--- src/rtl/afifo_pkg.sv ---
// Shared types and helpers for the async FIFO write-port capture unit.
package afifo_pkg;

  localparam int unsigned DEF_DATA_WIDTH = 32;
  localparam int unsigned DEF_TS_WIDTH   = 16;
  localparam int unsigned SAT_W          = 64;

  typedef struct packed {
    logic [DEF_DATA_WIDTH-1:0] data;
    logic [DEF_TS_WIDTH-1:0]   ts;
    logic                      rejected;
  } afifo_wr_cap_t;

  function automatic int unsigned ptr_aw(input int unsigned depth);
    return (depth > 1) ? $clog2(depth) : 1;
  endfunction

  // Counters are widened to SAT_W bits by the caller; w is the real counter width.
  function automatic logic [SAT_W-1:0] sat_inc(input logic [SAT_W-1:0] v, input int unsigned w);
    logic [SAT_W-1:0] max_v;
    max_v = (w >= SAT_W) ? '1 : ((SAT_W'(1) << w) - SAT_W'(1));
    return (v >= max_v) ? v : v + SAT_W'(1);
  endfunction

endpackage

--- src/rtl/afifo_wr_capture_if.sv ---
// Record drain port of the capture unit: head record plus valid/ready handshake.
interface afifo_wr_capture_if #(
  parameter int unsigned DATA_WIDTH = 32,
  parameter int unsigned TS_WIDTH   = 16
);
  logic                  cap_valid;
  logic                  cap_ready;
  logic [DATA_WIDTH-1:0] cap_data;
  logic [TS_WIDTH-1:0]   cap_ts;
  logic                  cap_rejected;

  modport master (output cap_valid, cap_data, cap_ts, cap_rejected, input cap_ready);
  modport slave  (input cap_valid, cap_data, cap_ts, cap_rejected, output cap_ready);
endinterface

--- src/rtl/afifo_cap_buf.sv ---
// Single-clock capture FIFO with wrap-bit pointers and a registered head output.
module afifo_cap_buf import afifo_pkg::*; #(
  parameter int unsigned W     = 49,
  parameter int unsigned DEPTH = 16
) (
  input  logic         clk_i,
  input  logic         rst_ni,
  input  logic         clr_i,
  input  logic         push_i,
  input  logic         pop_ready_i,
  input  logic [W-1:0] din_i,
  output logic         valid_o,
  output logic         drop_o,
  output logic [W-1:0] dout_o
);

  localparam int unsigned AW = ptr_aw(DEPTH);

  logic [AW:0]  wr_q, wr_d, rd_q, rd_d;
  logic [W-1:0] dout_q, dout_d;
  logic [W-1:0] mem_q [DEPTH];
  logic         empty, full, pop, push_ok;

  always_comb begin
    empty   = (wr_q == rd_q);
    full    = (wr_q[AW] != rd_q[AW]) && (wr_q[AW-1:0] == rd_q[AW-1:0]);
    pop     = !empty && pop_ready_i && !clr_i;
    push_ok = push_i && !clr_i && (!full || pop);
    drop_o  = push_i && !clr_i && full && !pop;
    wr_d    = wr_q + (AW+1)'(push_ok);
    rd_d    = rd_q + (AW+1)'(pop);
    dout_d  = dout_q;
    if (clr_i) begin
      wr_d = '0;
      rd_d = '0;
    end else if (wr_d != rd_d) begin
      // Next head is either the slot written at this very edge or an older stored entry.
      dout_d = (rd_d == wr_q) ? din_i : mem_q[rd_d[AW-1:0]];
    end
  end

  always_ff @(posedge clk_i) begin
    if (push_ok) mem_q[wr_q[AW-1:0]] <= din_i;
  end

  always_ff @(posedge clk_i or negedge rst_ni) begin
    if (!rst_ni) begin
      wr_q   <= '0;
      rd_q   <= '0;
      dout_q <= '0;
    end else begin
      wr_q   <= wr_d;
      rd_q   <= rd_d;
      dout_q <= dout_d;
    end
  end

  assign valid_o = !empty;
  assign dout_o  = dout_q;

endmodule

--- src/rtl/afifo_wr_capture.sv ---
// Write-domain capture unit: decodes write attempts, timestamps them, buffers records
// for a valid/ready sink and keeps saturating event counters plus an overflow sticky bit.
module afifo_wr_capture import afifo_pkg::*; #(
  parameter int unsigned DATA_WIDTH    = 32,
  parameter int unsigned CAPT_DEPTH    = 16,
  parameter int unsigned TS_WIDTH      = 16,
  parameter int unsigned CNT_WIDTH     = 16,
  parameter bit          CAPT_REJECTED = 1'b0
) (
  input  logic                  wclk,
  input  logic                  wrst_n,
  input  logic                  winc,
  input  logic                  wfull,
  input  logic [DATA_WIDTH-1:0] wdata,
  input  logic                  clr,
  afifo_wr_capture_if.master    cap,
  output logic [CNT_WIDTH-1:0]  acc_count,
  output logic [CNT_WIDTH-1:0]  rej_count,
  output logic [CNT_WIDTH-1:0]  drop_count,
  output logic                  overflow
);

  localparam int unsigned REC_W = DATA_WIDTH + TS_WIDTH + 1;

  logic [TS_WIDTH-1:0]  ts_q;
  logic [CNT_WIDTH-1:0] acc_q, acc_d, rej_q, rej_d, drop_q, drop_d;
  logic                 ovf_q, ovf_d;
  logic                 acc_ev, rej_ev, push_ev, drop_ev;
  logic [REC_W-1:0]     rec_in, rec_out;

  assign acc_ev  = winc && !wfull;
  assign rej_ev  = winc && wfull;
  assign push_ev = acc_ev || (rej_ev && CAPT_REJECTED);
  assign rec_in  = {wdata, ts_q, wfull};

  afifo_cap_buf #(
    .W     (REC_W),
    .DEPTH (CAPT_DEPTH)
  ) u_buf (
    .clk_i       (wclk),
    .rst_ni      (wrst_n),
    .clr_i       (clr),
    .push_i      (push_ev),
    .pop_ready_i (cap.cap_ready),
    .din_i       (rec_in),
    .valid_o     (cap.cap_valid),
    .drop_o      (drop_ev),
    .dout_o      (rec_out)
  );

  assign {cap.cap_data, cap.cap_ts, cap.cap_rejected} = rec_out;

  always_comb begin
    acc_d  = acc_q;
    rej_d  = rej_q;
    drop_d = drop_q;
    ovf_d  = ovf_q;
    if (clr) begin
      acc_d  = '0;
      rej_d  = '0;
      drop_d = '0;
      ovf_d  = 1'b0;
    end else begin
      if (acc_ev) acc_d = CNT_WIDTH'(sat_inc(SAT_W'(acc_q), CNT_WIDTH));
      if (rej_ev) rej_d = CNT_WIDTH'(sat_inc(SAT_W'(rej_q), CNT_WIDTH));
      if (drop_ev) begin
        drop_d = CNT_WIDTH'(sat_inc(SAT_W'(drop_q), CNT_WIDTH));
        ovf_d  = 1'b1;
      end
    end
  end

  // Timestamp free-runs; clr deliberately leaves it alone.
  always_ff @(posedge wclk or negedge wrst_n) begin
    if (!wrst_n) begin
      ts_q   <= '0;
      acc_q  <= '0;
      rej_q  <= '0;
      drop_q <= '0;
      ovf_q  <= 1'b0;
    end else begin
      ts_q   <= ts_q + TS_WIDTH'(1);
      acc_q  <= acc_d;
      rej_q  <= rej_d;
      drop_q <= drop_d;
      ovf_q  <= ovf_d;
    end
  end

  assign acc_count  = acc_q;
  assign rej_count  = rej_q;
  assign drop_count = drop_q;
  assign overflow   = ovf_q;

endmodule
--- src/flat_wrapper.sv ---
// flat-port wrapper written by rule: the top's interface ports become plain ports
module afifo_wr_capture_flat import afifo_pkg::*;
#(
  parameter int unsigned DATA_WIDTH    = 32,
  parameter int unsigned CAPT_DEPTH    = 16,
  parameter int unsigned TS_WIDTH      = 16,
  parameter int unsigned CNT_WIDTH     = 16,
  parameter bit          CAPT_REJECTED = 1'b0
)
  (wclk, wrst_n, winc, wfull, wdata, clr, acc_count, rej_count, drop_count, overflow, cap_cap_valid, cap_cap_data, cap_cap_ts, cap_cap_rejected, cap_cap_ready);
  afifo_wr_capture_if #(.DATA_WIDTH(DATA_WIDTH), .TS_WIDTH(TS_WIDTH)) cap_i ();
  input  logic wclk;
  input  logic wrst_n;
  input  logic winc;
  input  logic wfull;
  input  logic [DATA_WIDTH-1:0] wdata;
  input  logic clr;
  output logic [CNT_WIDTH-1:0] acc_count;
  output logic [CNT_WIDTH-1:0] rej_count;
  output logic [CNT_WIDTH-1:0] drop_count;
  output logic overflow;
  output wire logic [$bits(cap_i.cap_valid)-1:0] cap_cap_valid;
  output wire logic [$bits(cap_i.cap_data)-1:0] cap_cap_data;
  output wire logic [$bits(cap_i.cap_ts)-1:0] cap_cap_ts;
  output wire logic [$bits(cap_i.cap_rejected)-1:0] cap_cap_rejected;
  input wire logic [$bits(cap_i.cap_ready)-1:0] cap_cap_ready;
  assign cap_cap_valid = cap_i.cap_valid;
  assign cap_cap_data = cap_i.cap_data;
  assign cap_cap_ts = cap_i.cap_ts;
  assign cap_cap_rejected = cap_i.cap_rejected;
  assign cap_i.cap_ready = cap_cap_ready;
  afifo_wr_capture #(.DATA_WIDTH(DATA_WIDTH), .CAPT_DEPTH(CAPT_DEPTH), .TS_WIDTH(TS_WIDTH), .CNT_WIDTH(CNT_WIDTH), .CAPT_REJECTED(CAPT_REJECTED)) u_core (.wclk(wclk), .wrst_n(wrst_n), .winc(winc), .wfull(wfull), .wdata(wdata), .clr(clr), .cap(cap_i), .acc_count(acc_count), .rej_count(rej_count), .drop_count(drop_count), .overflow(overflow));
endmodule
--- config.mk ---
export PLATFORM = sky130hd
export DESIGN_NAME = afifo_wr_capture_flat
export DESIGN_NICKNAME = d
export VERILOG_FILES = /design/src/rtl/afifo_pkg.sv /design/src/rtl/afifo_wr_capture_if.sv /design/src/rtl/afifo_cap_buf.sv /design/src/rtl/afifo_wr_capture.sv /design/src/flat_wrapper.sv
export SDC_FILE = /design/constraint.sdc
export NUM_CORES = 1
export LEC_CHECK = 0
export ABC_AREA = 1
export CORE_MARGIN = 2
export CORE_UTILIZATION = 45
export DETAILED_ROUTE_END_ITERATION = 10
export HOLD_SLACK_MARGIN = 0.05
export PLACE_DENSITY = 0.64
export SYNTH_ARGS = -nofsm -noshare
export SYNTH_HDL_FRONTEND = slang
export SYNTH_SLANG_ARGS = --single-unit
--- constraint.sdc ---
create_clock -name wclk -period 4.65 [get_ports wclk]
set_clock_uncertainty 0.15 [all_clocks]
set_input_delay 1.1625 -clock wclk [delete_from_list [all_inputs] [get_ports wclk]]
set_output_delay 1.1625 -clock wclk [all_outputs]
set_load 0.005 [all_outputs]
==> impl_summary.md <==
Worst setup path
The type of the worst setup path is in2reg. The data arrival at the endpoint of the critical path is 4.18 ns. STA classifies the critical path endpoint as a register. Along the worst path, the maximum fanout reaches 32. The required time of the critical path is 5.09 ns. The reg2reg setup slack is ~1.3 ns. For this run, the slowest stage of the critical path takes 0.55 ns. The startpoint type of the worst setup path is an input port. The slowest library cell on the worst path is sky130_fd_sc_hd__clkdlybuf4s50_1. The dominant cell type by count on the critical path is sky130_fd_sc_hd__nand2_1. Walking the worst path, the cells encountered are clkdlybuf4s50_1, clkinv_1, a21oi_1, nand3_1, nand2_1, inv_1, ha_1, ha_1, inv_1, nor2_1, nand2_1, nand2_1, o21ai_0, nand2_1, nand3_1, nand2_2, inv_2, buf_12, nand2_1, nand2_1.

Synth
After synthesis the netlist holds a flip-flop and latch count of between 900 and 1000. The post-synth design cell area is ~40000 um^2. Yosys mapped a number of flops with a built-in enable equal to ~780. Synthesis handed over a netlist of 4163 instances. The async set-or-reset flop fraction in the synthesized netlist is between 10% and 20%.

The most repeated cell in the gate-level netlist after synthesis is sky130_fd_sc_hd__nand2_1. The sequential share of the synthesized area is 65.8%. Synthesis produced a netlist with a net count of around 4200. The largest total area in the synthesized netlist belongs to sky130_fd_sc_hd__edfxtp_1. The prevailing post-synth register cell is sky130_fd_sc_hd__edfxtp_1. The number of distinct library cell variants in the gate-level netlist after synthesis is 35. The fraction of post-synthesis cell area in the top cell type by area is 58.2%.

By count the netlist is led by sky130_fd_sc_hd__nand2_1 (1452), sky130_fd_sc_hd__edfxtp_1 (784), sky130_fd_sc_hd__nand3_1 (720). The synthesized area per cell is 9.72 um^2. By area the synthesized netlist is led by sky130_fd_sc_hd__edfxtp_1 (58%), sky130_fd_sc_hd__nand2_1 (13%), sky130_fd_sc_hd__nand3_1 (8.9%), sky130_fd_sc_hd__dfrtp_1 (7.7%), sky130_fd_sc_hd__inv_1 (6.0%). The count of synthesis-stage warnings from yosys is 0.

STA
The final count of hold timing violations is 0. Setup repair after global routing left no endpoint under its margin. The slew at the pin closest to its max-slew limit is ~0.86 ns.

The number of pins with negative max-slew slack in the final report is 0. After layout, the worst setup slack is just over 0.9 ns. The worst relative slew slack is between 40% and 50%. For the final routed database, the setup TNS stands at 0 ns.

The final critical path time including I/O delays and setup is about 3.7 ns. Static timing analysis puts the maximum clock frequency at ~0.27 GHz. Dividing the final minimum period by the clock period gives about 80%.

Setup violations remaining at the end of the flow were counted as 0.

Power
The total chip power is roughly 19 mW. The power per unit of standard cell area is 395 nW/um^2. The maximum VDD drop is 0.311 mV. The leakage power is 20.2 nW.

GRT
For this run, the total global-route usage over all layers was measured as a little under a quarter. For this run, global-route usage on met3 was measured as between 3 and 4%. Global routing consumed, on the met1 layer, a little under a third of the routing resources. The number of global-route vias before repair came to about 27000. The initial antenna violation count is 0.

The first global-routing pass estimated between 150000 and 200000 um of wire. The total grt overflow is 0. The layer carrying the most global-route usage is met2.

Entering global routing, the biggest net connects between 100 and 150 pins. The global-route track usage on met2 is between 30% and 40%.

Placement
The sum of net half-perimeters after detailed placement is between 50000 and 60000 um. The placed standard-cell area is 43600 um^2. Port buffering added ~140 buffers. At the end of routability-driven placement, the weighted congestion stood at between 0.8 and 0.9. OpenSTA, run right after detailed placement, puts the worst setup slack at between 0.2 and 0.3 ns.

CTS
The count of H-tree levels built during CTS is 3. The post-CTS setup buffer count is 0. The number of gates resized after CTS was 0. After clock tree synthesis, the flow added hold-fix buffers numbering 0.

The clock tree from TritonCTS is done. The insertion delay to the later sink of the worst-skew pair is 0.66 ns. The root buffer selected by CTS is sky130_fd_sc_hd__clkbuf_16. The tree built by TritonCTS fans out to between 900 and 1000 sinks. The clock-pin slew on the worst setup and hold paths is roughly 0.06 ns.

Buffers inserted during clock tree synthesis total 94. No sink is reached through more buffers than the 3 on the longest clock path.

Floorplanning
The initial utilization of the core area, before any placement, comes to between 40% and 50%. The width of the chip is 304 um. The number of placement rows is 110. In this run the standard cell core region covers roughly 90000 um^2. In this run the vertical extent of the chip is a little over 300 um. The die covers around 92000 um^2. 137 I/O pins were placed.

Status
The flow ran to the end, and the final reports show no timing, DRC or antenna violations.

Finish
Once layout is done, the placed cells without fillers occupy 46900 um^2. Compared with the post-synthesis result, the final layout area differs by 15.8%. The number of nets in the layout is around 4300. For this run, the share of the core covered by cells in the final layout is roughly 52%. In the final layout, the share of cells above drive strength 1 is 6.70%. The number of antenna diodes in the final layout is 0.

Flow run
The tool flagged a number of max-cap violations equal to 0.

Drt
The routed layout has between 20000 and 30000 vias. Before antenna repair, the detailed router went through 5 iterations. The wire length after detailed routing is around 110000 um. The count of nets left with antenna violations once routing finished came out at 0. In the routed design, unresolved DRC markers number 0. The first routing iteration left 2624 violations. In the final routed layout, each cell accounts on average for 19.1 um. The number of vias per cell after detailed routing is 5.15.

Worst hold path
In this run the worst hold path is classified as reg2reg.
## state kept, by name, indices dropped and copies added (netlist names)
register / cells
u_core.u_buf.rd_q: 5
u_core.ts_q: 16
u_core.drop_count: 16
u_core.rej_count: 16
u_core.overflow: 1
u_core.acc_count: 16
u_core.u_buf.wr_q: 5
u_core.u_buf.mem_q: 784
u_core.u_buf.dout_o: 49
## power breakdown
part,switching [mW],internal [mW],total (mW)
registers,0.224,9.01,9.23
clock network,3.19,4.64,7.83
logic,0.844,0.623,1.47
total,4.25,14.3,18.5
## final timing paths
check,end,depth (start not counted),from
hold reg to reg,u_core.u_buf.dout_o[47]$_DFFE_PN0P_,2,u_core.u_buf.dout_o[47]$_DFFE_PN0P_
hold / removal,u_core.u_buf.dout_o[47]$_DFFE_PN0P_,2,u_core.u_buf.dout_o[47]$_DFFE_PN0P_
max in group asynchronous,u_core.u_buf.dout_o[31]$_DFFE_PN0P_,2,wrst_n
setup / recovery,u_core.u_buf.dout_o[26]$_DFFE_PN0P_,20,clr
setup reg to reg,u_core.u_buf.dout_o[17]$_DFFE_PN0P_,16,u_core.u_buf.wr_q[2]$_DFF_PN0_
min in group asynchronous,u_core.rej_count[2]$_DFFE_PN0P_,1,wrst_n
## placed cells by master (no fill, tap or decap), types with 9 or more instances in the layout
cell | netlist | routed
sky130_fd_sc_hd__clkinv_1 | 0 | 9
sky130_fd_sc_hd__nor2_4 | 4 | 20
sky130_fd_sc_hd__buf_12 | 0 | 34
sky130_fd_sc_hd__nor3_1 | 13 | 13
sky130_fd_sc_hd__clkbuf_1 | 75 | 19
sky130_fd_sc_hd__o21ai_1 | 11 | 11
sky130_fd_sc_hd__nand4_1 | 19 | 19
sky130_fd_sc_hd__nand2_1 | 1452 | 1451
sky130_fd_sc_hd__nor2_1 | 80 | 64
sky130_fd_sc_hd__clkdlybuf4s50_1 | 0 | 135
sky130_fd_sc_hd__dfrtp_1 | 124 | 124
sky130_fd_sc_hd__o21ai_0 | 19 | 19
sky130_fd_sc_hd__inv_1 | 643 | 642
sky130_fd_sc_hd__nand3b_1 | 10 | 10
sky130_fd_sc_hd__clkbuf_16 | 0 | 95
sky130_fd_sc_hd__buf_4 | 5 | 53
sky130_fd_sc_hd__nand3_1 | 720 | 720
sky130_fd_sc_hd__edfxtp_1 | 784 | 784
sky130_fd_sc_hd__bufinv_16 | 0 | 10
sky130_fd_sc_hd__clkinv_2 | 1 | 15
sky130_fd_sc_hd__clkbuf_8 | 0 | 19
sky130_fd_sc_hd__xor2_1 | 31 | 31
## cell type report
cell class	instances	area, um^2
well taps	1176	1470
clock inverters	45	548
inverters	654	2470
clock buffers	133	2710
flip-flops and latches	908	26600
repair buffers	223	2440
multi-input cells	2398	10600
fillers	7736	42700
## layer usage
metal  share of wire [%]  wire (um)
met1                  42      44700
met3                 7.5       7930
met4                 3.0       3160
met2                  47      50000
met5                   0          0
## stage by stage
| stage | std cells | hold slack, ns |
|---|---|---|
| 2_1_floorplan | 4163 | 0.322 |
| 3_3_place_gp | 5359 | 0.322 |
| 3_5_place_dp | 5359 | 0.320 |
| 4_1_cts | 5537 | 0.337 |
| 5_1_grt | 5537 | 0.375 |
| 6_report | 5537 | 0.333 |
## cells by family after synthesis
family | count (synthesis) | share of synthesized area [%]
AND/OR/NAND/NOR | 2314 | 24.1
flip-flops | 908 | 65.8
buffers and inverters | 857 | 8.44
AO/OA/AOI/OAI | 38 | 0.525
XOR/XNOR | 38 | 0.822
adder cells (fa/ha/maj) | 8 | 0.247
## worst max-delay path, delay by kind of cell
kind	cells	cell delay (ns)
buf+inv	6	1.55
simple gates	10	0.74
fa+ha+maj	2	0.44
compound gates	2	0.25
(Power assumes the default switching activity.)
